--- src/rtl/sv32_ptw.sv ---
// Sv32 page-table walker fronted by a small fully-associative TLB.
// M-mode and bare-mode requests bypass translation entirely.
module sv32_ptw #(
    parameter int TLB_ENTRIES = 4,
    parameter int PTESIZE     = 4
) (
    input  logic        clk,
    input  logic        rst,
    input  logic        req_valid,
    output logic        req_ready,
    input  logic [31:0] req_vaddr,
    input  logic        req_store,
    input  logic        priv_m,
    input  logic [31:0] satp,
    input  logic        sfence,
    output logic        pte_en,
    output logic [31:0] pte_addr1,
    input  logic [31:0] pte_rdata1,
    output logic [31:0] pte_addr2,
    input  logic [31:0] pte_rdata2,
    output logic        resp_valid,
    input  logic        resp_ready,
    output logic [31:0] resp_paddr,
    output logic        page_fault
);

    localparam int IW = $clog2(TLB_ENTRIES);
    localparam logic [31:0] PTE_SZ = 32'(PTESIZE);

    typedef enum logic [2:0] {IDLE, LOOKUP, L1, L0, RESP} state_t;

    state_t                 state;
    logic [31:0]            vaddr_q;
    logic                   store_q;
    logic [19:0]            root_q;
    logic                   flushed_q;
    logic [IW-1:0]          ptr;
    logic [TLB_ENTRIES-1:0] tlb_v;
    logic [TLB_ENTRIES-1:0] tlb_sp;
    logic [TLB_ENTRIES-1:0] tlb_r;
    logic [TLB_ENTRIES-1:0] tlb_w;
    logic [TLB_ENTRIES-1:0] tlb_d;
    logic [19:0]            tlb_vpn [TLB_ENTRIES];
    logic [21:0]            tlb_ppn [TLB_ENTRIES];

    logic        hit;
    logic        h_sp;
    logic        h_r;
    logic        h_w;
    logic        h_d;
    logic [21:0] h_ppn;
    logic        hit_fault;
    logic [31:0] hit_paddr;
    logic        l1_ptr;
    logic        l1_fault;
    logic [31:0] l1_paddr;
    logic [31:0] l0_addr;
    logic        l0_fault;
    logic [31:0] l0_paddr;
    logic        fill_en;
    logic        fill_sp;
    logic [31:0] fill_pte;
    logic        unused_ok;

    function automatic logic perm_fault(input logic [31:0] pte,
                                        input logic        st);
        return !pte[6] || (st ? (!pte[2] || !pte[7]) : !pte[1]);
    endfunction

    assign req_ready = (state == IDLE);

    assign unused_ok = ^{satp[30:20], h_ppn[21:20],
                         pte_rdata1[31:30], pte_rdata1[9:8], pte_rdata1[5:4],
                         pte_rdata2[31:30], pte_rdata2[9:8], pte_rdata2[5:4]};

    always_comb begin
        hit   = 1'b0;
        h_sp  = 1'b0;
        h_r   = 1'b0;
        h_w   = 1'b0;
        h_d   = 1'b0;
        h_ppn = '0;
        // descending scan leaves the lowest matching index in place
        for (int i = TLB_ENTRIES - 1; i >= 0; i--) begin
            if (tlb_v[i] && (tlb_sp[i] ?
                    tlb_vpn[i][19:10] == vaddr_q[31:22] :
                    tlb_vpn[i] == vaddr_q[31:12])) begin
                hit   = 1'b1;
                h_sp  = tlb_sp[i];
                h_r   = tlb_r[i];
                h_w   = tlb_w[i];
                h_d   = tlb_d[i];
                h_ppn = tlb_ppn[i];
            end
        end
        hit_fault = store_q ? !(h_w && h_d) : !h_r;
        hit_paddr = h_sp ? {h_ppn[19:10], vaddr_q[21:0]}
                         : {h_ppn[19:0], vaddr_q[11:0]};

        l1_ptr   = !pte_rdata1[1] && !pte_rdata1[3];
        l1_fault = !pte_rdata1[0]
                || (!pte_rdata1[1] && pte_rdata1[2])
                || (!l1_ptr && (pte_rdata1[19:10] != 10'd0
                    || perm_fault(pte_rdata1, store_q)));
        l1_paddr = {pte_rdata1[29:20], vaddr_q[21:0]};
        l0_addr  = {pte_rdata1[29:10], 12'b0}
                 + {22'b0, vaddr_q[21:12]} * PTE_SZ;

        l0_fault = !pte_rdata2[0]
                || (!pte_rdata2[1] && pte_rdata2[2])
                || (!pte_rdata2[1] && !pte_rdata2[3])
                || perm_fault(pte_rdata2, store_q);
        l0_paddr = {pte_rdata2[29:10], vaddr_q[11:0]};

        fill_sp  = (state == L1);
        fill_pte = fill_sp ? pte_rdata1 : pte_rdata2;
        // a flush seen during this walk (or right now) suppresses its fill
        fill_en  = !sfence && !flushed_q
                && ((state == L1 && !l1_fault && !l1_ptr)
                 || (state == L0 && !l0_fault));
    end

    always_ff @(posedge clk) begin
        if (rst) begin
            state      <= IDLE;
            vaddr_q    <= '0;
            store_q    <= 1'b0;
            root_q     <= '0;
            flushed_q  <= 1'b0;
            ptr        <= '0;
            tlb_v      <= '0;
            resp_valid <= 1'b0;
            resp_paddr <= '0;
            page_fault <= 1'b0;
            pte_en     <= 1'b0;
            pte_addr1  <= '0;
            pte_addr2  <= '0;
        end else begin
            unique case (state)
                IDLE: begin
                    if (req_valid) begin
                        vaddr_q   <= req_vaddr;
                        store_q   <= req_store;
                        root_q    <= satp[19:0];
                        flushed_q <= 1'b0;
                        if (priv_m || !satp[31]) begin
                            state      <= RESP;
                            resp_valid <= 1'b1;
                            resp_paddr <= req_vaddr;
                            page_fault <= 1'b0;
                        end else begin
                            state <= LOOKUP;
                        end
                    end
                end
                LOOKUP: begin
                    if (hit) begin
                        state      <= RESP;
                        resp_valid <= 1'b1;
                        resp_paddr <= hit_fault ? 32'd0 : hit_paddr;
                        page_fault <= hit_fault;
                    end else begin
                        state     <= L1;
                        pte_en    <= 1'b1;
                        pte_addr1 <= {root_q, 12'b0}
                                   + {22'b0, vaddr_q[31:22]} * PTE_SZ;
                    end
                end
                L1: begin
                    pte_addr1 <= '0;
                    if (!l1_fault && l1_ptr) begin
                        state     <= L0;
                        pte_addr2 <= l0_addr;
                    end else begin
                        state      <= RESP;
                        pte_en     <= 1'b0;
                        resp_valid <= 1'b1;
                        resp_paddr <= l1_fault ? 32'd0 : l1_paddr;
                        page_fault <= l1_fault;
                    end
                end
                L0: begin
                    state      <= RESP;
                    pte_en     <= 1'b0;
                    pte_addr2  <= '0;
                    resp_valid <= 1'b1;
                    resp_paddr <= l0_fault ? 32'd0 : l0_paddr;
                    page_fault <= l0_fault;
                end
                RESP: begin
                    if (resp_ready) begin
                        state      <= IDLE;
                        resp_valid <= 1'b0;
                        resp_paddr <= '0;
                        page_fault <= 1'b0;
                    end
                end
                default: state <= IDLE;
            endcase

            if (fill_en) begin
                tlb_v[ptr]   <= 1'b1;
                tlb_sp[ptr]  <= fill_sp;
                tlb_r[ptr]   <= fill_pte[1];
                tlb_w[ptr]   <= fill_pte[2];
                tlb_d[ptr]   <= fill_pte[7];
                tlb_vpn[ptr] <= vaddr_q[31:12];
                tlb_ppn[ptr] <= fill_pte[31:10];
                ptr          <= ptr + 1'b1;
            end

            if (sfence) begin
                tlb_v <= '0;
                if (state != IDLE) flushed_q <= 1'b1;
            end
        end
    end

endmodule

--- config.mk ---
export PLATFORM = sky130hd
export DESIGN_NAME = sv32_ptw
export DESIGN_NICKNAME = d
export VERILOG_FILES = /design/src/rtl/sv32_ptw.sv
export SDC_FILE = /design/constraint.sdc
export NUM_CORES = 1
export LEC_CHECK = 0
export BUFFER_PORTS_ARGS = -buffer_cell sky130_fd_sc_hd__buf_2
export CAP_MARGIN = 25
export CORE_ASPECT_RATIO = 1.5
export CORE_UTILIZATION = 50
export DETAILED_ROUTE_END_ITERATION = 10
export PLACE_DENSITY_LB_ADDON = 0.12
export SKIP_CTS_REPAIR_TIMING = 1
export SYNTH_ARGS = -nofsm -noshare
export SYNTH_HDL_FRONTEND = slang
export SYNTH_SLANG_ARGS = --single-unit
--- constraint.sdc ---
create_clock -name clk -period 3.82 [get_ports clk]
set_input_delay 0.382 -clock clk [delete_from_list [all_inputs] [get_ports clk]]
set_output_delay 0.382 -clock clk [all_outputs]
set_load 0.03 [all_outputs]
# == Word level (Yosys, flattened, before mapping) ==
# Memories as Yosys holds them, arrays and structs flattened.
# Cells that the tools add are included.
# op_classes
addsub,3
order_cmp,2
n_eq_ne,19
mux,79
bitwise_logic,2
reduce_logical,64
# op_table
op,n
2-to-1 mux 32 bit,11
case mux 32 bit (5 select lines),1
case mux 32 bit (2 select lines),2
equality test 20 bit,4
2-to-1 mux 20 bit,4
adder 32 x 12 -> 32 bit,2
2-to-1 mux 1 bit,46
equality test 10 bit,4
2-to-1 mux 22 bit,1
logical NOT 1 bit,20
logical AND 1 bit,17
bitwise mux 4 bit,4
2-to-1 mux 3 bit,5
case mux 3 bit (5 select lines),1
logical OR 1 bit,12
"inequality test 2 bit, second input constant",5
case mux 1 bit (5 select lines),2
AND reduction 2 bit,5
nonzero test 10 bit,1
"equality test 3 x 2 -> 1 bit, second input constant",2
AND reduction 6 bit,1
nonzero test 3 bit,2
nonzero test 5 bit,1
"inequality test 2 x 1 -> 1 bit, second input constant",2
13 further kinds,14
# totals
regBits,178
ram_bits,168
in_bits,135
output_inout_bits,100
word_cells,188
memories,2
# mem_list
name,words,width,rd,rd_clocked_by_memory_dff,write_ports,line,rtl
tlb_ppn,4,22,4,0,1,44,logic [21:0] tlb_ppn [TLB_ENTRIES];
tlb_vpn,4,20,4,0,1,43,logic [19:0] tlb_vpn [TLB_ENTRIES];

# == Longest topological paths before layout ==
# Gate-level depths: netlist (run 1).
# logic_depth
ltp_word,15
ltp_mapped,11

# == Worst setup path after synthesis (run 1) ==
# No wires, ideal clock.
# synth_timing
path_kind,input-to-reg
start,input port pte_rdata1[2]
end,"register tlb_d[0], enable pin"
setup_ps,406
arrival_ps,2886
slack_ps,528
stages,6
n_path_buf,0
path_cell_list,or4b_2 o31ai_1 and2_0 a21oi_1 nor4_1 and2_1
# synth_via
elab_chain_len,13
elab_cells_between_ends,15
cone_classes,mux (1); reduce/logical (14)
# synth_rtl
element,line,rtl
start: declaration,18,"input logic [31:0] pte_rdata1,"
logical NOT 1 bit,67,return !pte[6] || (st ? (!pte[2] || !pte[7]) : !pte[1]);
logical OR 1 bit,67,
2-to-1 mux 1 bit,67,
logical OR 1 bit,67,
logical OR 1 bit,104,"|| perm_fault(pte_rdata1, store_q)));"
logical AND 1 bit,103,|| (!l1_ptr && (pte_rdata1[19:10] != 10'd0
logical OR 1 bit *,103,
logical NOT 1 bit *,119,&& ((state == L1 && !l1_fault && !l1_ptr)
logical AND 1 bit * (2 in series),119,
logical OR 1 bit *,120,|| (state == L0 && !l0_fault));
logical AND 1 bit *,119,
AND reduction 2 bit (no line) *,--,
end signal: indexed assignment,206,tlb_d[ptr] <= fill_pte[7];
end: declaration,42,logic [TLB_ENTRIES-1:0] tlb_d;
# Every way passes the cells marked *; elsewhere a longest branch is shown, timed or not.
# A chain may end at the register's enable or synchronous reset.

# == Worst setup path in the final report (run 1) ==
# layout_timing
start,register vaddr_q[15]
end,register resp_paddr[24]
# layout_via
elab_chain_len,13
elab_cells_between_ends,41
cone_classes,eq/ne (5); mux (28); reduce/logical (8)
# layout_rtl
element,line,rtl
start: declaration,33,logic [31:0] vaddr_q;
start signal: assignment,142,vaddr_q <= req_vaddr;
equality test 20 bit,87,tlb_vpn[i] == vaddr_q[31:12])) begin
2-to-1 mux 1 bit,85,if (tlb_v[i] && (tlb_sp[i] ?
logical AND 1 bit,85,
2-to-1 mux 1 bit (4 in series),85,
logical AND 1 bit,96,hit_fault = store_q ? !(h_w && h_d) : !h_r;
logical NOT 1 bit,96,
2-to-1 mux 1 bit,96,
2-to-1 mux 32 bit,160,resp_paddr <= hit_fault ? 32'd0 : hit_paddr;
2-to-1 mux 32 bit,157,if (hit) begin
case mux 32 bit (5 select lines),139,unique case (state)
end signal: assignment,149,resp_paddr <= req_vaddr;
end signal: assignment,160,
end signal: assignment,178,resp_paddr <= l1_fault ? 32'd0 : l1_paddr;
end: declaration,23,"output logic [31:0] resp_paddr,"
# Several ways; a longest one is shown, not always the timed one. The select of a mux whose other input is x is not followed.

==> results.json, run 1 <==
{
  "avgViaCountPerCell": 5.81,
  "instances_no_fill": 1899,
  "slew_headroom_pct": 29.8,
  "synthCells": 1329,
  "crit_path_start_kind": "register",
  "grt_max_degree": 64,
  "max_freq_ghz": 0.291,
  "slew_viol_final": 0,
  "drt_first_pass_iters": 8,
  "synth_mux_area_share_pct": 1.64,
  "grt_overflow": 0,
  "synth_compound_area_share_pct": 13.5,
  "synthSimpleGateAreaFrac_pct": 16.1,
  "ioPinCount": 235,
  "fin_tns_setup_ns": 0,
  "synth_top_family_by_area": "simple AND/OR/NAND/NOR gates",
  "cts_sinks": 334,
  "crit_required_ns": 4.25,
  "clkTransAtPathRegs_ns": 0.06,
  "coreArea_mm2": 0.0279,
  "drt_iter0_markers": 835,
  "yosys.area_share.xor_xnor_pct": 5.08,
  "start_util_pct": 50.7,
  "clock_latency_ns": 0.52,
  "path_delay_family": "compound AO/OA/AOI/OAI gates",
  "die_width_um": 139,
  "first_global_vias": 11000,
  "grt_use_total_pct": 27.8,
  "yosys_register_bits": 334,
  "die_y_um": 208,
  "place_ws_ns": 0.458,
  "dp_hpwl_mm": 26.8,
  "grtUsageMet1_pct": 32.4,
  "rrSetupSlack_ns": 0.39,
  "design_power_total_mw": 8.41,
  "finalSetupViolCount": 0,
  "globalplace.congestion": 0.856,
  "grt_setup_unrepaired": "no",
  "setup_slack_ns": 0.388,
  "drt_wl_total_mm": 39.9,
  "layout.nets": 1665,
  "path_class": "register to register",
  "syn_area_mm2": 0.0141,
  "design_area_mm2": 0.0168,
  "fill_cells": 2409,
  "die_area_mm2": 0.0290,
  "avgSynthCellArea_um2": 10.6,
  "path_cells": "xor2_1 -> nor4_1 -> a31o_2 -> nand3_1 -> a311o_1 -> a2111oi_4 -> buf_4 -> a21oi_2 -> nor3_2",
  "worstPathArrival_ns": 3.86,
  "hold_viol": 0,
  "synth-seq-area-share_pct": 59.7,
  "max_stage_delay_ns": 0.66,
  "wire_per_inst_um": 21.0,
  "clockBufferDepth": 3,
  "portBuffers": 206,
  "peakVddDrop_v": 0.000569,
  "fin_crit_ns": 3.43,
  "synth_top_flop_cell": "edfxtp_1",
  "crit_path_end_kind": "register",
  "top_usage_layer": "met2",
  "cts-root-buf": "clkbuf_16",
  "drtAntennaViolNets": 0,
  "path_max_fanout": 10,
  "dp_cells": 1836,
  "synth_edf_count": 176,
  "holdCritPathClass": "primary input to register",
  "cap_violations": 0,
  "cts-buffers-inserted": 34,
  "finalCritPeriodShare_pct": 89.8,
  "crit_buf_inv": 1,
  "power_density_mw_per_mm2": 501,
  "drc": 0,
  "antenna_found_initial": 8,
  "fin_skew_ns": 0.0248,
  "p_leak_nw": 6.38,
  "vias": 11000,
  "use_met3_pct": 5.94,
  "area_growth_pct": 18.8,
  "drive_gt1_share_pct": 23.7,
  "synth_fa_ha_area_share_pct": 0.354,
  "worstMarginPinSlew_ns": 1.05,
  "num_rows": 75,
  "critPathSlowestCell": "dfxtp_1",
  "status": "finished clean",
  "synth_cell_types": 65,
  "ys_warn_count": 0,
  "grt_use_met2_pct": 48.4,
  "grt_pass1_wl_mm": 61.4,
  "cts_tree": "built",
  "dpl_cell_area_mm2": 0.0156,
  "async_reset_ff_share_pct": 0,
  "h-tree-depth": 2
}
## where the power goes
part	internal (mW)	leakage (nW)	switching, mW
Combinational	0.338	2.90	0.622
Sequential	3.90	2.90	0.112
Clock	2.07	0.579	1.37
Total	6.30	6.38	2.10
## cell usage after synthesis (all sizes together) (20+ instances only)
cell type  number  area (um^2)
mux2i          22          220
a222oi         20          200
nor3           29          195
dfxtp         158         3160
edfxtp        176         5290
clkbuf         61          229
buf            40          253
nand2         316         1190
nor2           42          158
nand3          30          150
xnor2          60          526
xor2           22          193
a21oi         143          753
## per-layer routing
| layer | part of all wire [%] | wire length, um |
|---|---|---|
| met1 | 38 | 15200 |
| met2 | 50 | 20100 |
| met3 | 7.6 | 3050 |
| met4 | 3.7 | 1490 |
| met5 | 0.17 | 66 |
## per-stage QoR
stage | util [%] | hold slack [ns]
2_1_floorplan | - | 0.432
3_3_place_gp | 56.0 | 0.436
3_5_place_dp | 56.1 | 0.445
4_1_cts | 60.3 | 0.0750
5_1_grt | 60.3 | 0.0945
6_report | 60.3 | 0.0887
## registers in the layout, summed over array words and instances, names as in the netlist
signal,cells
tlb_ppn,80
tlb_vpn,80
resp_paddr,32
vaddr_q,32
pte_addr1,30
pte_addr2,30
root_q,20
tlb_d,4
tlb_r,4
tlb_sp,4
tlb_v,4
tlb_w,4
state,3
ptr,2
flushed_q,1
page_fault,1
pte_en,1
resp_valid,1
store_q,1
## path summary, 6_finish.rpt
check,from,endpoint,depth (start not counted)
setup / recovery,vaddr_q[15],resp_paddr[24],9
hold / removal,resp_ready,resp_valid,2
setup reg to reg,vaddr_q[15],resp_paddr[24],9
hold reg to reg,root_q[2],pte_addr1[14],2
## logic make-up (layout without fill, tap and decap cells)
kind of cell | after synthesis | count (layout)
AND/OR/NAND/NOR | 504 | 504
flip-flops | 334 | 334
AO/OA/AOI/OAI | 271 | 271
buffers and inverters | 110 | 329
XOR/XNOR | 82 | 82
multiplexers | 23 | 23
adder cells (fa/ha/maj) | 4 | 4
other | 1 | 6
## final cells by class
cell class / instances / area [um^2] / area share [%]
inverter: 9 / 33.8 / 0.201
clock inverter: 19 / 196 / 1.17
multi-input combinational: 888 / 5240 / 31.2
tap: 346 / 433 / 2.58
antenna: 2 / 5.00 / 0.0298
sequential: 334 / 8450 / 50.3
clock buffer: 42 / 963 / 5.74
timing repair buffer: 259 / 1480 / 8.79
## cell usage in the layout, fill, tap and decap left out, types with 22 or more instances in the layout
master | Yosys | final
xnor2_1 | 60 | 60
nand3_1 | 30 | 30
dfxtp_1 | 158 | 158
a21oi_1 | 133 | 133
nand2_1 | 316 | 315
mux2i_1 | 22 | 22
nor2_1 | 42 | 41
edfxtp_1 | 176 | 176
buf_2 | 13 | 205
clkbuf_16 | 0 | 36
buf_4 | 15 | 50
No activity file was read; power rests on OpenSTA's default activity.
==> run 2: changes to the inputs <==
clock period = 4.25 ns   (was 3.82 ns; I/O delays follow)
==> run 2 against run 1 <==
Via count fell by 0.84%. Global-route usage decreased by 0.38 points. Die area is the same. Maximum frequency decreased by 1.2%. Hold slack better by 0.043 ns. Non-clock buffer count shrank 19. Final cell count down 0.84%. Critical path depth unchanged. Combinational power is 14% lower. Clock skew shrank 0.0071 ns. Clock power fell by 16%. Largest cell class unchanged.
==> results.json, run 2 (synthesized netlist as in run 1, its figures left out) <==
{
  "status": "finished clean",
  "grt_pass1_wl_mm": 60.7,
  "design_power_total_mw": 7.32,
  "drc": 0,
  "cts_sinks": 334,
  "grt_max_degree": 68,
  "finalCritPeriodShare_pct": 81.7,
  "first_global_vias": 10500,
  "fin_crit_ns": 3.47,
  "finalSetupViolCount": 0,
  "die_width_um": 139,
  "place_ws_ns": 0.818,
  "layout.nets": 1646,
  "combPwrFrac_pct": 11.2,
  "crit_path_end_kind": "register",
  "path_cells": "xnor2_1 -> nand4_1 -> o31ai_1 -> a222oi_1 -> a31oi_4 -> buf_4 -> nand2_1 -> a21oi_2 -> nor3_2",
  "crit_path_start_kind": "register",
  "path_max_fanout": 67,
  "cap_violations": 0,
  "worstPathArrival_ns": 3.86,
  "hold_viol": 0,
  "path_delay_family": "compound AO/OA/AOI/OAI gates",
  "crit_buf_inv": 1,
  "cts-root-buf": "clkbuf_16",
  "portBuffers": 206,
  "start_util_pct": 50.7,
  "cts_tree": "built",
  "pwr-share-clk_pct": 39.3,
  "wire_per_inst_um": 21.0,
  "drt_wl_total_mm": 39.5,
  "holdCritPathClass": "primary input to register",
  "clockBufferDepth": 3,
  "critPathSlowestCell": "dfxtp_1",
  "drive_gt1_share_pct": 22.3,
  "slew_headroom_pct": 30.7,
  "grt_overflow": 0,
  "num_rows": 75,
  "die_y_um": 208,
  "pwr-share-seq_pct": 49.4,
  "drt_first_pass_iters": 6,
  "slew_viol_final": 0,
  "fin_skew_ns": 0.0177,
  "largestRegisters": "tlb_ppn: 80 flops, tlb_vpn: 80 flops",
  "netSwitchingPower_mw": 1.86,
  "cts-buffers-inserted": 34,
  "vias": 10900,
  "crit_required_ns": 4.63,
  "whs_ns": 0.132,
  "avgViaCountPerCell": 5.81,
  "internal_power_mw": 5.46,
  "globalplace.congestion": 0.816,
  "path_class": "register to register",
  "grt_setup_unrepaired": "no",
  "drtAntennaViolNets": 0,
  "area_growth_pct": 17.2,
  "antenna_found_initial": 5,
  "h-tree-depth": 2,
  "final_cell_mix": "nand2_1, buf_2, edfxtp_1, dfxtp_1, a21oi_1",
  "p_leak_nw": 6.22,
  "die_area_mm2": 0.0290,
  "layout_commonest_cell": "nand2_1",
  "grt_use_total_pct": 27.4,
  "worstMarginPinSlew_ns": 1.04,
  "dp_cells": 1817,
  "max_stage_delay_ns": 0.69,
  "switching_share_pct": 25.5,
  "dp_hpwl_mm": 26.4,
  "instances_no_fill": 1883,
  "max_freq_ghz": 0.288,
  "peakVddDrop_v": 0.000327,
  "drt_iter0_markers": 779,
  "power_density_mw_per_mm2": 442,
  "clkTransAtPathRegs_ns": 0.07,
  "clock_latency_ns": 0.52,
  "fin_tns_setup_ns": 0,
  "setup_slack_ns": 0.777,
  "ioPinCount": 235,
  "coreArea_mm2": 0.0279
}
==> run 2: cell types whose count changed in the layout (fill, tap and decap cells not counted), sizes merged <==
cell	previous run	this run
buf	259	240
clkbuf	42	50
clkinv	13	8
bufinv	4	1
diode	2	5
==> run 2: cell type report <==
cell class              instances  area [um^2]
clock inverters                11         85.1
repair buffers                240         1340
inverters                       9         33.8
flip-flops and latches        334         8450
multi-input cells             888         5240
fillers                      2392        11300
diodes                          5         12.5
clock buffers                  50          982
well taps                     346          433
==> run 2: stage by stage <==
| step | instance area [um^2] | utilization, % |
|---|---|---|
| 2_1_floorplan | 14200 | - |
| 3_3_place_gp | 15500 | 55.6 |
| 3_5_place_dp | 15500 | 55.6 |
| 4_1_cts | 16600 | 59.4 |
| 5_1_grt | 16600 | 59.4 |
| 6_report | 16600 | 59.5 |
==> run 2: worst paths after layout <==
check / from / end / slack (ns) / cells after the start
max: vaddr_q[12] / resp_paddr[31] / 0.78 / 9
min: resp_ready / resp_valid / 0.13 / 2
max reg2reg: vaddr_q[12] / resp_paddr[31] / 0.78 / 9
min reg2reg: pte_addr2[8] / pte_addr2[8] / 0.45 / 2
==> run 2: power groups by stage <==
stage / registers, mW / logic [mW] / clock network, mW
final: 3.62 / 0.823 / 2.88
after global routing: 3.64 / 0.889 / 3.04
after CTS: 3.62 / 0.826 / 2.93
after global placement: 3.69 / 0.811 / 0
after floorplan: 3.75 / 0.479 / 0
after detailed placement: 3.69 / 0.824 / 0
==> run 2: layer usage <==
| metal | track usage, % | vias up | share of wire [%] | wire (um) |
|---|---|---|---|---|
| met1 | 32.4 | 5318 | 39 | 15300 |
| met5 | 0 | - | 0.040 | 16 |
| met3 | 5.36 | 81 | 6.9 | 2710 |
| li1 | - | 5112 | - | - |
| met4 | 12.2 | 2 | 3.8 | 1490 |
| met2 | 47.9 | 424 | 51 | 20000 |
==> run 2: worst reg2reg max path, cell delays in order (launching register included) <==
cell and delay [ns]:
dfxtp_1 0.69, xnor2_1 0.19, nand4_1 0.20, o31ai_1 0.62, a222oi_1 0.31, a31oi_4 0.26, buf_4 0.64, nand2_1 0.19
a21oi_2 0.17, nor3_2 0.06
==> run 3: changes to the inputs <==
clock period = 3.35 ns   (was 4.25 ns; I/O delays follow)
==> run 3 against run 2 <==
Die area unchanged. Setup slack worse by 0.63 ns. Clock power up 32%. Flip-flop and latch count is the same. Final cell count grew 1.9%. Largest cell class unchanged.
==> results.json, run 3 (synthesized netlist as in run 1, its figures left out) <==
{
  "cts_sinks": 334,
  "dp_hpwl_mm": 27.6,
  "die_area_mm2": 0.0290,
  "p_leak_nw": 6.48,
  "clock_latency_ns": 0.52,
  "whs_endpoint": "root_q[15]",
  "max_stage_delay_ns": 0.54,
  "finalSetupViolCount": 0,
  "grt_max_degree": 46,
  "ioPinCount": 235,
  "avgViaCountPerCell": 5.74,
  "dp_cells": 1856,
  "crit_path_end_kind": "register",
  "die_y_um": 208,
  "peakVddDrop_v": 0.000435,
  "fin_skew_ns": 0.00990,
  "grt_pass1_wl_mm": 62.0,
  "layout.nets": 1685,
  "hp-start": "satp[15]",
  "utilization_pct": 61.0,
  "cts-root-buf": "clkbuf_16",
  "cts-buffers-inserted": 34,
  "crit_path_start_kind": "register",
  "switching_share_pct": 25.4,
  "drive_gt1_share_pct": 24.6,
  "rrSetupSlack_ns": 0.15,
  "drt_first_pass_iters": 8,
  "dpl_cell_area_mm2": 0.0159,
  "design_area_mm2": 0.0170,
  "wire_per_inst_um": 21.0,
  "pwr-share-seq_pct": 47.9,
  "path_max_fanout": 7,
  "instances_no_fill": 1918,
  "portBuffers": 206,
  "holdCritPathClass": "primary input to register",
  "globalplace.congestion": 0.861,
  "fin_tns_setup_ns": 0,
  "first_global_vias": 10900,
  "r2r_end": "resp_paddr[23]",
  "final_cell_mix": "nand2_1, buf_2, edfxtp_1, dfxtp_1, a21oi_1",
  "slew_headroom_pct": 31.4,
  "antenna_found_initial": 2,
  "die_width_um": 139,
  "combPwrFrac_pct": 12.1,
  "drt_wl_total_mm": 40.2,
  "vias": 11000,
  "power_density_mw_per_mm2": 559,
  "max_freq_ghz": 0.313,
  "status": "finished clean",
  "drt_iter0_markers": 855,
  "drtAntennaViolNets": 0,
  "fin_crit_ns": 3.20,
  "whs_ns": 0.0500,
  "grt_use_total_pct": 28.0,
  "grt_overflow": 0,
  "coreArea_mm2": 0.0279,
  "hold_viol": 0,
  "internal_power_mw": 7.09,
  "min_path_cells": 3,
  "clkTransAtPathRegs_ns": 0.06,
  "area_growth_pct": 20.2,
  "cts_tree": "built",
  "pwr-share-clk_pct": 40.1,
  "path_cells": "xor2_1 -> nor4_2 -> a41oi_1 -> a2111o_1 -> a311o_1 -> a2111oi_4 -> buf_4 -> a21oi_2 -> nor3_2",
  "path_class": "register to register",
  "h-tree-depth": 2,
  "layout_commonest_cell": "nand2_1",
  "reg2reg_from": "vaddr_q[20]",
  "num_rows": 75,
  "netSwitchingPower_mw": 2.41,
  "drc": 0,
  "slew_viol_final": 0,
  "worstPathArrival_ns": 3.63,
  "cap_violations": 0,
  "start_util_pct": 50.7,
  "finalCritPeriodShare_pct": 95.5,
  "clockBufferDepth": 3,
  "crit_required_ns": 3.78,
  "worstMarginPinSlew_ns": 1.03,
  "largestRegisters": "tlb_ppn: 80 flops, tlb_vpn: 80 flops",
  "critPathSlowestCell": "dfxtp_1",
  "reg2reg_depth": 9
}
## run 3: cell count changes in the layout (fill, tap and decap cells not counted), sizes merged
cell	change
bufinv	+1
clkinvlp	+2
clkbuf	-2
diode	-4
buf	+39
inv	-1
## run 3: layout make-up
cell class              count  area, um^2
inverters                   9        33.8
clock buffers              48         996
flip-flops and latches    334        8450
repair buffers            279        1720
clock inverters            13         121
well taps                 346         433
multi-input cells         888        5240
fillers                  2367       10900
diodes                      1        2.50
## run 3: power by group through the flow
stage	Clock, mW	Sequential (mW)	Combinational [mW]
2_1_floorplan	0	4.76	0.607
3_3_place_gp	0	4.63	1.13
3_5_place_dp	0	4.63	1.14
4_1_cts	3.86	4.55	1.15
5_1_grt	4.01	4.56	1.23
6_report	3.81	4.55	1.15
## run 3: worst max path at each step
stage | from | end | slack, ns
after floorplan | state[1] | tlb_d[0] | 0.10
after global placement | vaddr_q[12] | resp_paddr[26] | 0.22
after detailed placement | vaddr_q[20] | resp_paddr[23] | 0.14
after CTS | vaddr_q[20] | resp_paddr[23] | 0.12
after global routing | vaddr_q[26] | resp_paddr[23] | -0.0005
final | vaddr_q[20] | resp_paddr[23] | 0.15
## run 3: stage by stage
stage | worst slack, ns | total power [mW]
after floorplan | 0.105 | 5.37
after global placement | 0.217 | 5.76
after detailed placement | 0.135 | 5.78
after CTS | 0.118 | 9.55
after global routing | -0.000488 | 9.81
final | 0.151 | 9.50
## run 3: layer usage
| metal | vias up | global-route usage (%) | share of wire, % | wire length, um |
|---|---|---|---|---|
| met4 | 2 | 14.1 | 4.7 | 1900 |
| met3 | 104 | 5.50 | 6.9 | 2770 |
| li1 | 5178 | - | - | - |
| met2 | 442 | 48.8 | 50 | 20300 |
| met5 | - | 0 | 0.035 | 14 |
| met1 | 5277 | 32.6 | 38 | 15200 |
## run 3: worst max-delay path: cells and delay by family, from the launching register on
kind	cells	cell delay, ns
compound gates	5	1.67
flops	1	0.54
simple gates	2	0.52
buf+inv	1	0.26
xor+xnor	1	0.13
